[config.mk]
export PLATFORM = sky130hd
export DESIGN_NAME = mem_port_arbiter
export DESIGN_NICKNAME = d
export VERILOG_FILES = /design/src/rtl/mem_port_arbiter_pkg.sv /design/src/rtl/mem_port_arbiter_rr_arbiter.sv /design/src/rtl/mem_port_arbiter.sv
export SDC_FILE = /design/constraint.sdc
export NUM_CORES = 1
export LEC_CHECK = 0
export CAP_MARGIN = 20
export CORE_AREA = 2 2 109 111
export CTS_CLUSTER_SIZE = 40
export DETAILED_ROUTE_END_ITERATION = 8
export DIE_AREA = 0 0 111 113
export GPL_TIMING_DRIVEN = 0
export HOLD_SLACK_MARGIN = 0.08
export PLACE_DENSITY = 0.64
export REMOVE_ABC_BUFFERS = 1
export SYNTH_ARGS = -nofsm -noshare
export SYNTH_HDL_FRONTEND = slang
export SYNTH_SLANG_ARGS = --single-unit
[constraint.sdc]
create_clock -name clk -period 2.4 [get_ports clk]
set_input_delay 0.24 -clock clk [delete_from_list [all_inputs] [get_ports clk]]
set_output_delay 0.24 -clock clk [all_outputs]
set_load 0.05 [all_outputs]
[src/rtl/mem_port_arbiter_pkg.sv]
// Shared encodings, arbitration modes and tag sizing for the
// memory port arbiter and its round-robin grant sub-block.
package mem_port_arbiter_pkg;

    localparam logic [2:0] F3_BYTE  = 3'b000;
    localparam logic [2:0] F3_HALF  = 3'b001;
    localparam logic [2:0] F3_WORD  = 3'b010;
    localparam logic [2:0] F3_BYTEU = 3'b100;
    localparam logic [2:0] F3_HALFU = 3'b101;

    localparam int ARB_FIXED = 0;
    localparam int ARB_RR    = 1;

    // {valid, err, port_id}
    function automatic int tag_width(input int n_ports);
        return 2 + $clog2(n_ports);
    endfunction

    // func3[2] only selects sign extension, so it does not
    // affect alignment.
    function automatic logic misaligned(
        input logic [2:0] func3,
        input logic [1:0] addr_lo
    );
        logic bad;
        bad = 1'b0;
        case (func3[1:0])
            2'b01:   bad = addr_lo[0];
            2'b10:   bad = |addr_lo;
            default: bad = 1'b0;
        endcase
        return bad;
    endfunction

endpackage

[src/rtl/mem_port_arbiter_rr_arbiter.sv]
// N-input grant logic: fixed priority (index 0 first) or round-robin
// with a pointer register. Ports: clk, rst (sync, active-low), valid in,
// one-hot grant out, any (a grant exists), idx (granted port index).
module mem_port_arbiter_rr_arbiter
    import mem_port_arbiter_pkg::*;
#(
    parameter int N    = 2,
    parameter int MODE = ARB_RR
) (
    input  logic                 clk,
    input  logic                 rst,
    input  logic [N-1:0]         valid,
    output logic [N-1:0]         grant,
    output logic                 any,
    output logic [$clog2(N)-1:0] idx
);

    localparam int IDX_W = $clog2(N);

    logic [IDX_W-1:0] ptr;
    logic [IDX_W-1:0] cand;

    // First valid port in search order; RR searches from ptr and wraps.
    always_comb begin
        any  = 1'b0;
        idx  = '0;
        cand = '0;
        for (int k = 0; k < N; k++) begin
            if (MODE == ARB_RR) begin
                cand = IDX_W'((int'(ptr) + k) % N);
            end else begin
                cand = IDX_W'(k);
            end
            if (!any && valid[cand]) begin
                any = 1'b1;
                idx = cand;
            end
        end
        grant = '0;
        if (any) begin
            grant[idx] = 1'b1;
        end
    end

    always_ff @(posedge clk) begin
        if (!rst) begin
            ptr <= '0;
        end else if (any && MODE == ARB_RR) begin
            ptr <= (idx == IDX_W'(N - 1)) ? '0 : idx + 1'b1;
        end
    end

endmodule

[src/rtl/mem_port_arbiter.sv]
// Arbitrates N requestor ports onto one single-ported memory with a
// tag pipeline that routes read data / alignment errors back.
// Ports: clk, rst (sync, active-low); per-port req_valid/ready/write/
// func3/addr/wdata; per-port resp_valid/resp_err strobes with shared
// resp_rdata; mem_read/write/func3/addr/wdata out, mem_rdata in.
module mem_port_arbiter
    import mem_port_arbiter_pkg::*;
#(
    parameter int N_PORTS = 2,
    parameter int ADDR_W  = 32,
    parameter int DATA_W  = 32,
    parameter int MEM_LAT = 1,
    parameter int RR_MODE = ARB_RR
) (
    input  logic                        clk,
    input  logic                        rst,
    input  logic [N_PORTS-1:0]          req_valid,
    output logic [N_PORTS-1:0]          req_ready,
    input  logic [N_PORTS-1:0]          req_write,
    input  logic [3*N_PORTS-1:0]        req_func3,
    input  logic [ADDR_W*N_PORTS-1:0]   req_addr,
    input  logic [DATA_W*N_PORTS-1:0]   req_wdata,
    output logic [N_PORTS-1:0]          resp_valid,
    output logic [N_PORTS-1:0]          resp_err,
    output logic [DATA_W-1:0]           resp_rdata,
    output logic                        mem_read,
    output logic                        mem_write,
    output logic [2:0]                  mem_func3,
    output logic [ADDR_W-1:0]           mem_addr,
    output logic [DATA_W-1:0]           mem_wdata,
    input  logic [DATA_W-1:0]           mem_rdata
);

    localparam int TAG_W = tag_width(N_PORTS);
    localparam int ID_W  = TAG_W - 2;

    typedef struct packed {
        logic            valid;
        logic            err;
        logic [ID_W-1:0] id;
    } tag_t;

    logic [N_PORTS-1:0] grant;
    logic               granted;
    logic [ID_W-1:0]    gidx;
    logic               g_write;
    logic [2:0]         g_func3;
    logic [ADDR_W-1:0]  g_addr;
    logic [DATA_W-1:0]  g_wdata;
    logic               g_misal;
    logic               tag_load;
    tag_t               tags [MEM_LAT];
    tag_t               last;

    mem_port_arbiter_rr_arbiter #(
        .N    (N_PORTS),
        .MODE (RR_MODE)
    ) u_arb (
        .clk   (clk),
        .rst   (rst),
        .valid (req_valid),
        .grant (grant),
        .any   (granted),
        .idx   (gidx)
    );

    assign req_ready = grant;
    assign g_write   = req_write[gidx];
    assign g_func3   = req_func3[gidx*3 +: 3];
    assign g_addr    = req_addr[gidx*ADDR_W +: ADDR_W];
    assign g_wdata   = req_wdata[gidx*DATA_W +: DATA_W];
    assign g_misal   = granted && misaligned(g_func3, g_addr[1:0]);

    // Aligned writes finish on acceptance; everything else owes
    // the port a response.
    assign tag_load  = granted && (!g_write || g_misal);

    always_comb begin
        mem_read  = 1'b0;
        mem_write = 1'b0;
        mem_func3 = '0;
        mem_addr  = '0;
        mem_wdata = '0;
        if (granted) begin
            mem_read  = !g_write && !g_misal;
            mem_write = g_write && !g_misal;
            mem_func3 = g_func3;
            mem_addr  = g_addr;
            mem_wdata = g_wdata;
        end
    end

    always_ff @(posedge clk) begin
        if (!rst) begin
            for (int i = 0; i < MEM_LAT; i++) begin
                tags[i] <= '0;
            end
        end else begin
            tags[0] <= tag_t'{
                valid: tag_load,
                err:   g_misal,
                id:    gidx
            };
            for (int i = 1; i < MEM_LAT; i++) begin
                tags[i] <= tags[i-1];
            end
        end
    end

    assign last = tags[MEM_LAT-1];

    always_comb begin
        resp_valid = '0;
        resp_err   = '0;
        resp_rdata = '0;
        if (last.valid) begin
            if (last.err) begin
                resp_err[last.id] = 1'b1;
            end else begin
                resp_valid[last.id] = 1'b1;
                resp_rdata          = mem_rdata;
            end
        end
    end

endmodule
==> metrics.cfg <==
[logic_synthesis]
syn_inst=296
synth_cell_type_count=26
yosysWarningCount=0
synth.avg_cell_area_um2=5.00
synthesis.area_um2=1480
ys.flop_type=dfxtp_1
synth_top_area_share_pct=34.5
synth.largest_area_cell=nand2_1
synth-edff-count=0
async_flop_share_pct=0
yosysSeqAreaShare_pct=5.41
synth_area_leaders=nand2_1 34%, nand3_1 22%, and2_1 14%, dfxtp_1 5.4%, buf_2 5.1%
ys_ff_latch=4

[final_layout]
nets=746
antenna_cells=0
drive_above_1_share_pct=6.84
synthToLayoutAreaGrowth_pct=209

[placed_design]
place_ws_ns=-2.43
finalWeightedCongestion=0.867
port_buffers=278
post-dp-hpwl_mm=7.74

[floorplanning]
rows=39
io_pins=279
die_area_um2=12500
core_area_um2=11300
die_w_um=111
die_h_um=113
initial_core_util_pct=13.1

[run_status]
status=finished with violations
failed_checks=negative setup slack

[worst_setup_path]
end_kind=output pin
critPathMaxStageDelay_ns=0.31
reg2reg_slack_ns=0.41
regToRegEndpoint=tags[0][2]
crit_buf_inv=3
crit_fanout=4
startpoint_type=flip-flop
critPathKind=flip-flop to output pin
cp.arrival_ns=2.25
worstRegToRegCells=11
path_cells=nand2b_4 -> nand2_8 -> inv_16 -> mux2i_4 -> inv_1 -> ha_2 -> o21ai_2 -> a21oi_2 -> o32ai_2 -> and2_1 -> buf_6
r2r-start=u_arb.ptr
slowest_stage=dfxtp_2
critical-path-top-delay-family=compound AO/OA/AOI/OAI gates
required_ns=2.16

[drt]
avgRoutedWirePerCell_um=15.4
drc=0
drt_wl_total_mm=11.0
drt_iter0_drc=88
drt_first_pass_iters=4
vias_per_cell=4.32
vias=3082
postRouteAntennaNets=0

[global_routing]
grtUsageMet3_pct=4.98
grt_util_met1_pct=16.0
antenna_found_initial=0
grt_start_max_net_pins=41
grtUsageTotal_pct=16.3
grt_pass1_vias=3163
globalRouteMet2Util_pct=33.0
grt_pass1_wl_mm=16.3
grt-ovfl-total=0
grt_busiest_layer=met2

[power]
vdd_drop_max_mv=0.199
power.density_nw_per_um2=378
leakagePower_nw=2.24
power_w=0.00173

[clock_tree]
clk_latency_ns=0.22
clock_sinks=4
clockBufferDepth=2
clkTransAtPathRegs_ns=0.03
clk_root_buffer_cell=clkbuf_16
htreeDepth=1
postCtsHoldBufs=0
cts_buffers=3
cts_tree=done

[sta]
period_share_pct=104
setup_violations=2
fin_ws_ns=-0.0919
period_minus_slack_ns=2.49
clock_skew_ns=0.00395
worst_pin_slew_ns=0.607
clock.fmax_ghz=0.401
slew_violations=0
slew_headroom_pct=59.7
rsz0062_at_grt=yes
hold_violations=0

[hold_path]
holdPathEnd=u_arb.ptr
whs_path_depth=2
hold_class=flip-flop to flip-flop
min_from=u_arb.ptr

[job]
cap_violations=0

[layout make-up]
class	count	area (um2)
Fill cell	1168	6700
Timing Repair Buffer	288	2820
Multi-Input combinational cell	268	1360
Tap cell	143	179
Sequential cell	4	81.3
Clock buffer	3	75.1
Inverter	4	31.3
Timing Repair inverter	3	26.3
[cells by family after synthesis]
logic type	after synthesis	share of synthesized area (%)
AOI/OAI and AO/OA	10	4.48
adders and majority gates	2	1.69
buffers and inverters	28	10.1
DFF	4	5.41
muxes	2	1.35
and+or+nand+nor	250	76.9
[power by group]
part	leakage [nW]	internal, W	switching [W]
clock network	0.0370	0.000213	0.0000455
logic	2.17	0.000541	0.000850
registers	0.0333	0.0000719	0.00000546
total	2.24	0.000826	0.000901
[worst max-delay path by stage]
stage	startpoint	end	slack [ns]	cells past startpoint
floorplan	u_arb.ptr	mem_write	-0.98	10
global placement	req_valid[0]	mem_write	-2.56	12
detailed placement	req_valid[0]	mem_write	-2.43	13
CTS	u_arb.ptr	mem_write	-0.10	10
global route	u_arb.ptr	mem_write	-0.27	11
finish	u_arb.ptr	mem_write	-0.09	11
[cell usage after synthesis, types with 2 or more instances]
cell type	number
buf_2	15
clkbuf_1	3
o21ai_0	2
ha_1	2
buf_4	5
nor2_1	6
nand3_1	64
inv_1	3
nor2b_1	2
mux2i_1	2
a21oi_1	5
nand2_1	136
dfxtp_1	4
and3_1	2
and2_1	34
[routing by layer]
layer  vias to the layer above  share of wire, %  wire length, um
li1                       1500                 -                -
met1                      1379                35             3850
met2                       187                54             5910
met3                        16               9.3             1030
met4                         0               2.0              223
met5                         -                 0                0
[through the flow]
step / instances / TNS (ns) / utilization [%] / hold WS (ns) / instance area, um2
after global routing: 713 / -0.456 / 40.5 / 0.501 / 4570
after global placement: 693 / -118.71 / 38.2 / 0.458 / 4310
after floorplan: 272 / -3.89 / - / 0.378 / 1350
final: 713 / -0.132 / 40.5 / 0.478 / 4570
after detailed placement: 695 / -82.89 / 38.6 / 0.484 / 4350
after CTS: 709 / -0.111 / 39.9 / 0.480 / 4500
[flip-flops by register name (all words and copies together) (netlist names)]
| signal | cells |
|---|---|
| tags | 3 |
| u_arb.ptr | 1 |
[placed cells by master, fill, tap and decap left out]
cell / count
dlygate4sd2_1: 58
inv_1: 3
inv_6: 3
a21oi_2: 2
or2_4: 1
o21a_1: 1
nor2_1: 6
clkbuf_16: 3
buf_2: 1
ha_2: 2
nor3_2: 1
nand2b_4: 1
dfxtp_1: 3
and2_1: 34
nand2_8: 1
clkdlybuf4s50_1: 207
nor2b_1: 1
o21ai_1: 1
nand3_1: 64
a21boi_0: 1
clkdlybuf4s15_2: 1
o21ai_2: 1
buf_4: 10
o32ai_2: 1
mux2i_4: 2
inv_16: 1
nand2_1: 136
a21oi_1: 3
dfxtp_2: 1
and3_1: 2
nor2b_4: 2
buf_12: 1
buf_6: 1
nor3_1: 1
nand2b_1: 1
nand2_4: 3
dlymetal6s2s_1: 9
[worst reg2reg max path: cells and delay by family, from the launching register on]
family	cells	cell delay, ns
AO/OA/AOI/OAI	3	0.52
flip-flops	1	0.31
buffers and inverters	3	0.31
AND/OR/NAND/NOR	3	0.28
multiplexers	1	0.25
adder cells (fa/ha/maj)	1	0.18
[what timing repair did]
| item | 4_1_cts | 5_1_grt |
|---|---|---|
| endpoints found under the setup margin | 107 | 28 |
| resized for setup | 96 | 14 |
| setup buffers | 5 | 4 |
| pin swaps | 2 | 4 |
| cloned | 7 | 0 |
Power figures use the tool's default switching activity.
